$ cat src/rtl/fifo_frame_writer.sv
// fifo_frame_writer: write-side framer for the async FIFO.
// Buffers one upstream frame (up to MAX_LEN words), then writes a header word
// carrying the length and a continuation flag, followed by the payload.
// FIFO word bit WIDTH marks headers (1) versus payload (0).
module fifo_frame_writer #(
   parameter int unsigned WIDTH   = 8,
   parameter int unsigned MAX_LEN = 16
) (
   input  logic             wr_clk,
   input  logic             wr_reset,
   input  logic             s_valid,
   input  logic [WIDTH-1:0] s_data,
   input  logic             s_last,
   output logic             s_ready,
   input  logic             fifo_full,
   output logic             fifo_wr_en,
   output logic [WIDTH:0]   fifo_wr_data,
   output logic [15:0]      frames_sent
);

   localparam int unsigned LW = $clog2(MAX_LEN + 1);
   localparam int unsigned AW = (MAX_LEN > 1) ? $clog2(MAX_LEN) : 1;
   localparam logic [LW-1:0] MAX_LEN_L = LW'(MAX_LEN);

   // The length field must fit below the continuation bit of the header.
   generate
      if (LW > WIDTH - 1) begin : g_bad_width
         $error("fifo_frame_writer: length field does not fit in WIDTH-1 bits");
      end
   endgenerate

   typedef enum logic [1:0] {
      COLLECT = 2'd0,
      HDR     = 2'd1,
      DRAIN   = 2'd2
   } state_t;

   state_t           state_q, state_d;
   logic [LW-1:0]    cnt_q, cnt_d;
   logic [LW-1:0]    idx_q, idx_d;
   logic [LW-1:0]    len_q, len_d;
   logic             cont_q, cont_d;
   logic [15:0]      frames_sent_q, frames_sent_d;

   logic [WIDTH-1:0] buf_mem [MAX_LEN];
   logic             buf_we;
   logic [LW-1:0]    cnt_inc;
   logic [WIDTH:0]   hdr_word;

   // Next-state and datapath updates for the framer.
   always_comb begin
      state_d       = state_q;
      cnt_d         = cnt_q;
      idx_d         = idx_q;
      len_d         = len_q;
      cont_d        = cont_q;
      frames_sent_d = frames_sent_q;
      buf_we        = 1'b0;
      cnt_inc       = cnt_q + LW'(1);
      unique case (state_q)
         COLLECT: begin
            if (s_valid) begin
               buf_we = 1'b1;
               cnt_d  = cnt_inc;
               // Close on end of message, or when the buffer fills mid-message.
               if (s_last || (cnt_inc == MAX_LEN_L)) begin
                  len_d   = cnt_inc;
                  cont_d  = !s_last;
                  state_d = HDR;
               end
            end
         end
         HDR: begin
            if (!fifo_full) begin
               idx_d   = '0;
               state_d = DRAIN;
            end
         end
         DRAIN: begin
            if (!fifo_full) begin
               idx_d = idx_q + LW'(1);
               if (idx_q == len_q - LW'(1)) begin
                  frames_sent_d = frames_sent_q + 16'd1;
                  cnt_d         = '0;
                  state_d       = COLLECT;
               end
            end
         end
         default: state_d = COLLECT;
      endcase
   end

   // State registers with asynchronous active-low reset.
   always_ff @(posedge wr_clk or negedge wr_reset) begin
      if (!wr_reset) begin
         state_q       <= COLLECT;
         cnt_q         <= '0;
         idx_q         <= '0;
         len_q         <= '0;
         cont_q        <= 1'b0;
         frames_sent_q <= '0;
      end else begin
         state_q       <= state_d;
         cnt_q         <= cnt_d;
         idx_q         <= idx_d;
         len_q         <= len_d;
         cont_q        <= cont_d;
         frames_sent_q <= frames_sent_d;
      end
   end

   // Frame buffer; contents are don't-care after reset.
   always_ff @(posedge wr_clk) begin
      if (buf_we) begin
         buf_mem[cnt_q[AW-1:0]] <= s_data;
      end
   end

   // Header word: marker, continuation flag, zero-extended length.
   always_comb begin
      hdr_word            = '0;
      hdr_word[WIDTH]     = 1'b1;
      hdr_word[WIDTH-1]   = cont_q;
      hdr_word[LW-1:0]    = len_q;
   end

   // Handshake and FIFO write port, combinational from state.
   always_comb begin
      s_ready      = 1'b0;
      fifo_wr_en   = 1'b0;
      fifo_wr_data = '0;
      unique case (state_q)
         COLLECT: s_ready = 1'b1;
         HDR: begin
            fifo_wr_en   = !fifo_full;
            fifo_wr_data = hdr_word;
         end
         DRAIN: begin
            fifo_wr_en   = !fifo_full;
            fifo_wr_data = {1'b0, buf_mem[idx_q[AW-1:0]]};
         end
         default: s_ready = 1'b0;
      endcase
   end

   assign frames_sent = frames_sent_q;

endmodule

$ cat config.mk
export PLATFORM = sky130hd
export DESIGN_NAME = fifo_frame_writer
export DESIGN_NICKNAME = d
export VERILOG_FILES = /design/src/rtl/fifo_frame_writer.sv
export SDC_FILE = /design/constraint.sdc
export NUM_CORES = 1
export LEC_CHECK = 0
export CAP_MARGIN = 5
export CORE_ASPECT_RATIO = 0.5
export CORE_MARGIN = 1.5
export CORE_UTILIZATION = 45
export DETAILED_ROUTE_END_ITERATION = 6
export HOLD_SLACK_MARGIN = 0.1
export PLACE_DENSITY = 0.65
export SLEW_MARGIN = 0
export SYNTH_ARGS = -nofsm -noshare
export SYNTH_HDL_FRONTEND = slang
export SYNTH_SLANG_ARGS = --single-unit
$ cat constraint.sdc
create_clock -name wr_clk -period 2.2 [get_ports wr_clk]
set_clock_uncertainty 0.15 [all_clocks]
set_input_delay 0.33 -clock wr_clk [delete_from_list [all_inputs] [get_ports wr_clk]]
set_output_delay 0.33 -clock wr_clk [all_outputs]
set_load 0.01 [all_outputs]
Word level (Yosys, flattened, before mapping):

Memories as Yosys holds them, arrays and structs flattened.
Index checks and enable logic that the tools add are counted.

* memories kept: 1
* output and inout bits: 27
* logic and storage cells: 53
* RAM bits: 128
* input port bits: 13
* register bits after elaboration: 34

* equality and inequality tests: 9
* bitwise logic cells: 1
* $add $sub $neg: 4
* reduce and logical (&&, ||, !) cells: 12
* multiplexer cells: 20

Memory list
* buf_mem: words 16, bits a word 8, rd ports 1, clocked after Yosys merged registers in 0, write ports 1, RTL line 45 `logic [WIDTH-1:0] buf_mem [MAX_LEN];`

Operator list (number)
* 2-to-1 mux 5 bit: 5
* one-hot mux 5 bit (2 select lines): 2
* one-hot mux 9 bit (2 select lines): 1
* adder 16 x 1 -> 16 bit, second input constant: 1
* adder 5 x 1 -> 5 bit, second input constant: 2
* 2-to-1 mux 2 bit: 5
* != test 2 bit, second input constant: 5
* AND reduction 3 bit: 3
* 2-to-1 mux 1 bit: 6
* one-hot mux 2 bit (3 select lines): 1
* equality test 5 bit: 1
* equality test 5 bit, second input constant: 1
* AND reduction 5 bit: 1
* subtractor 5 x 1 -> 5 bit, second input constant: 1
* AND reduction 4 bit: 1
* nonzero test 2 bit: 2
* equality test 2 x 1 -> 1 bit, second input constant: 1
* equality test 2 bit, second input constant: 1
* zero test 1 bit: 2
* zero test 2 bit: 1
* OR reduction 2 bit: 1
* logical OR 1 bit: 1
* inverter 1 bit: 1

Longest topological paths before layout:

* word-level depth: 6
* gate-level depth with buffers: 8

Worst setup path after synthesis:

OpenSTA, ideal clock, no wires.

* path kind: register to register
* from: register state_q[0]
* to: memory buf_mem[0][0], enable pin
* path slack: -0.207 ns
* data arrival time: 1.873 ns
* stages on the path, launching flop included: 7
* clock period less this slack: 2.407 ns
* path buffers: 0
* path through: dfrtp_1 > inv_1 > ha_1 > inv_2 > nor2_1 > nand2_1 > nor3_1

* cells in the longest elaborated chain, start to end: 4

RTL lines
* from (decl): RTL line 38 `state_t state_q, state_d;`
* from (signal assigned): RTL line 103 `state_q <= state_d;`
* zero test 2 bit: RTL line 60 `unique case (state_q)`
* 2-to-1 mux 1 bit: RTL line 60
* 2-to-1 mux 1 bit: RTL line 114 `if (buf_we) begin`
* 2-to-1 mux 1 bit (implied by the code): RTL line 115 `buf_mem[cnt_q[AW-1:0]] <= s_data;`
* to (decl): RTL line 45

Every way passes these cells.

Worst setup path in the final report:

* from: register idx_q[0]
* to: output fifo_wr_data[4]

* cells in the longest elaborated chain, start to end: 2

RTL lines
* from (decl): RTL line 40 `logic [LW-1:0] idx_q, idx_d;`
* from (signal assigned): RTL line 105 `idx_q <= idx_d;`
* memory read (16 x 8 bit)
* one-hot mux 9 bit (2 select lines): RTL line 132 `unique case (state_q)`
* to (decl): RTL line 17 `output logic [WIDTH:0] fifo_wr_data,`

Every way passes these cells.

==> results.toml <==
[placement]
portBuffers = 39
gp_congestion = 0.7834
dp_hpwl_um = 10120
placed_cells = 720

[worst_setup_path]
critical_path_class = "reg -> out"
path_cells = "buf_6, buf_12, buf_12, mux4_2, mux2i_1, nor2_2, a21oi_2, o21ai_1, buf_2"
critPathMaxStageDelay_ps = 470
cp.arrival_ps = 2320
worst-path-max-fanout = 5
required_ps = 1720
critical_path.most_common_cell = "buf_12"
slowest_stage = "mux4_2"
crit_path_end_kind = "output pin"
start_kind = "register"

[finish]
drive_gt1_share_pct = 39.86
n_antenna_cell = 0
fin_util_pct = 60.79
final_cells = 776
syn_to_final_growth_pct = 32.40
nNetsFinal = 583
fill_cells = 1107

[sta]
worst_pin_slew_ps = 616.2
hold_violations = 0
max_freq_mhz = 357.1
setup_viol = 24
max_slew_margin_pct = 58.81
report.final.slew_viol_count = 0
period_needed_ps = 2801
rsz0062_at_grt = "true"
fin_ws_ps = -600.5
post-route-period-util_pct = 127.3

[route]
drt-initial-drc-count = 309
avgViaCountPerCell = 5.526
routed_wl_um = 16240
drt_pre_antenna_iters = 4
wl_per_cell_um = 20.93
drc = 0
ant_nets = 0
vias = 4288

[clocking]
holdBufCountCts = 0
clk_path_buf_depth = 2
htree_levels = 4
clock-sinks = 162
cts_tree = "done"
clkTransAtPathRegs_ps = 70
cts_root_buf = "clkbuf_16"
numCtsBuffers = 17
clock_latency_ps = 420

[die]
core_area_um2 = 15330
num_rows = 32
die_h_um = 91.45
die_area_um2 = 16450
chipWidth_um = 179.9
start_util_pct = 45.91
io_pins = 40

[synth]
ys_types = 55
synthArstFlopShare_pct = 20.99
synth_commonest_cells = "edfxtp_1, dfrtp_1, mux4_2"
synthTopCellsByArea = "edfxtp_1, dfrtp_1, mux4_2, xor2_1, ha_1"
yosys.area.top_type = "edfxtp_1"
ys_seq_area_share_pct = 66.68
syn_avg_cell_area_um2 = 16.34
synth_top_area_share_pct = 54.59
syn_inst = 431
synth-seq-cells = 162
yosys_warnings = 0
synthesis.area_um2 = 7041
synth_top_flop_cell = "edfxtp_1"
synth_edf_count = 128
synth_most_common_cell = "edfxtp_1"
synthesis.nets = 455

[job]
drv_cap = 0

[global_route]
grt_max_degree = 35
grt_pass1_wl_um = 25000
grt_pass1_vias = 4337
overflow = 0
track_usage_pct = 20.63
grt_antenna_before_repair = 0

[outcome]
failed_checks = "setup timing"
status = "finished, violations left"

[power]
p_total_mw = 11.29
cellLeakagePower_nw = 3.540
powerDensity_nw_per_um2 = 1211
ir_worst_vdd_v = 0.0005652

[hold_path]
hp-class = "in -> async"
==> stage by stage <==
step | setup TNS [ps] | hold WS (ps) | worst slack (ps) | instance area (µm²)
6_report | -5566 | 172.8 | -600.5 | 9321
5_1_grt | -7831 | 207.4 | -655.2 | 9321
4_1_cts | -5349 | 177.7 | -599.4 | 9209
3_5_place_dp | -4874 | 316.1 | -504.6 | 8132
3_3_place_gp | -4075 | 306.0 | -489.2 | 8132
2_1_floorplan | -3280 | -115.6 | -205.0 | 7056
==> cell type report <==
cell class / count / area, µm² / area share [%]
Inverter: 12 / 45.04 / 0.4832
Clock inverter: 15 / 166.4 / 1.785
Tap cell: 204 / 255.2 / 2.738
Timing Repair Buffer: 126 / 1155 / 12.39
Clock buffer: 17 / 425.4 / 4.564
Sequential cell: 162 / 4697 / 50.39
Multi-Input combinational cell: 240 / 2577 / 27.65
==> registers in the layout (all words and copies together) (netlist names) <==
register / count
cont_q: 1
idx_q: 5
cnt_q: 5
frames_sent: 16
len_q: 5
state_q: 2
buf_mem: 128
==> critical path, delay by kind of cell (launching register included) <==
kind / cells / cell delay, ps
AO/OA/AOI/OAI: 2 / 260
buffers and inverters: 4 / 490
AND/OR/NAND/NOR: 1 / 80
flip-flops: 1 / 420
multiplexers: 2 / 650
==> repair_timing <==
action,4_1_cts,5_1_grt
pin swaps,34,21
setup buffers,20,5
setup endpoints to repair,30,74
resized for setup,101,29
cloned,3,0
==> logic make-up after synthesis <==
family                   after synthesis  synth area share, %
AND/OR/NAND/NOR                       98                7.233
AO/OA/AOI/OAI                         51                5.349
flip-flops                           162                66.68
XOR/XNOR                              25                3.217
adder cells (fa/ha/maj)               11                1.955
buffers and inverters                 30                2.008
multiplexers                          54                13.56
==> report_power, final <==
part	leakage [nW]	switching (mW)	total (mW)	internal, mW
logic	1.65	2.18	4.50	2.32
registers	1.60	0.221	3.83	3.61
clock network	0.292	1.34	2.96	1.62
total	3.54	3.74	11.3	7.55
==> metal layers <==
| metal | track usage [%] | vias to the layer above | share of wire, % |
|---|---|---|---|
| li1 | - | 1937 | - |
| met1 | 28.94 | 2219 | 45 |
| met2 | 33.04 | 111 | 48 |
| met3 | 3.450 | 21 | 4.9 |
| met4 | 6.806 | 0 | 1.8 |
| met5 | 0 | - | 0 |
==> path summary, 6_finish.rpt <==
check	slack, ps	end	from	depth (start not counted)
worst min register to register	330	frames_sent[15]	frames_sent[15]	1
worst max register to register	-130	frames_sent[11]	idx_q[0]	10
max in group asynchronous	1370	idx_q[3]	wr_reset	2
min in group wr_clk	330	frames_sent[15]	frames_sent[15]	1
worst max-delay path	-600	fifo_wr_data[4]	idx_q[0]	9
worst min-delay path	170	frames_sent[15]	wr_reset	2
==> layout by cell type, fill, tap and decap left out, drive strengths merged, types with 4 or more instances in the layout <==
cell           instances
a21o                   4
a21oi                 12
a22o                   4
buf                   95
clkbuf                17
clkdlybuf4s50         28
clkinv                 4
dfrtp                 34
edfxtp               128
ha                    11
inv                   21
mux2                  11
mux2i                 11
mux4                  32
nand2                 25
nand2b                 5
nand3                 10
nor2                  27
nor3                  12
nor4                   6
o21ai                  9
xnor2                  5
xor2                  20
No activity file was read; power rests on OpenSTA's default activity.
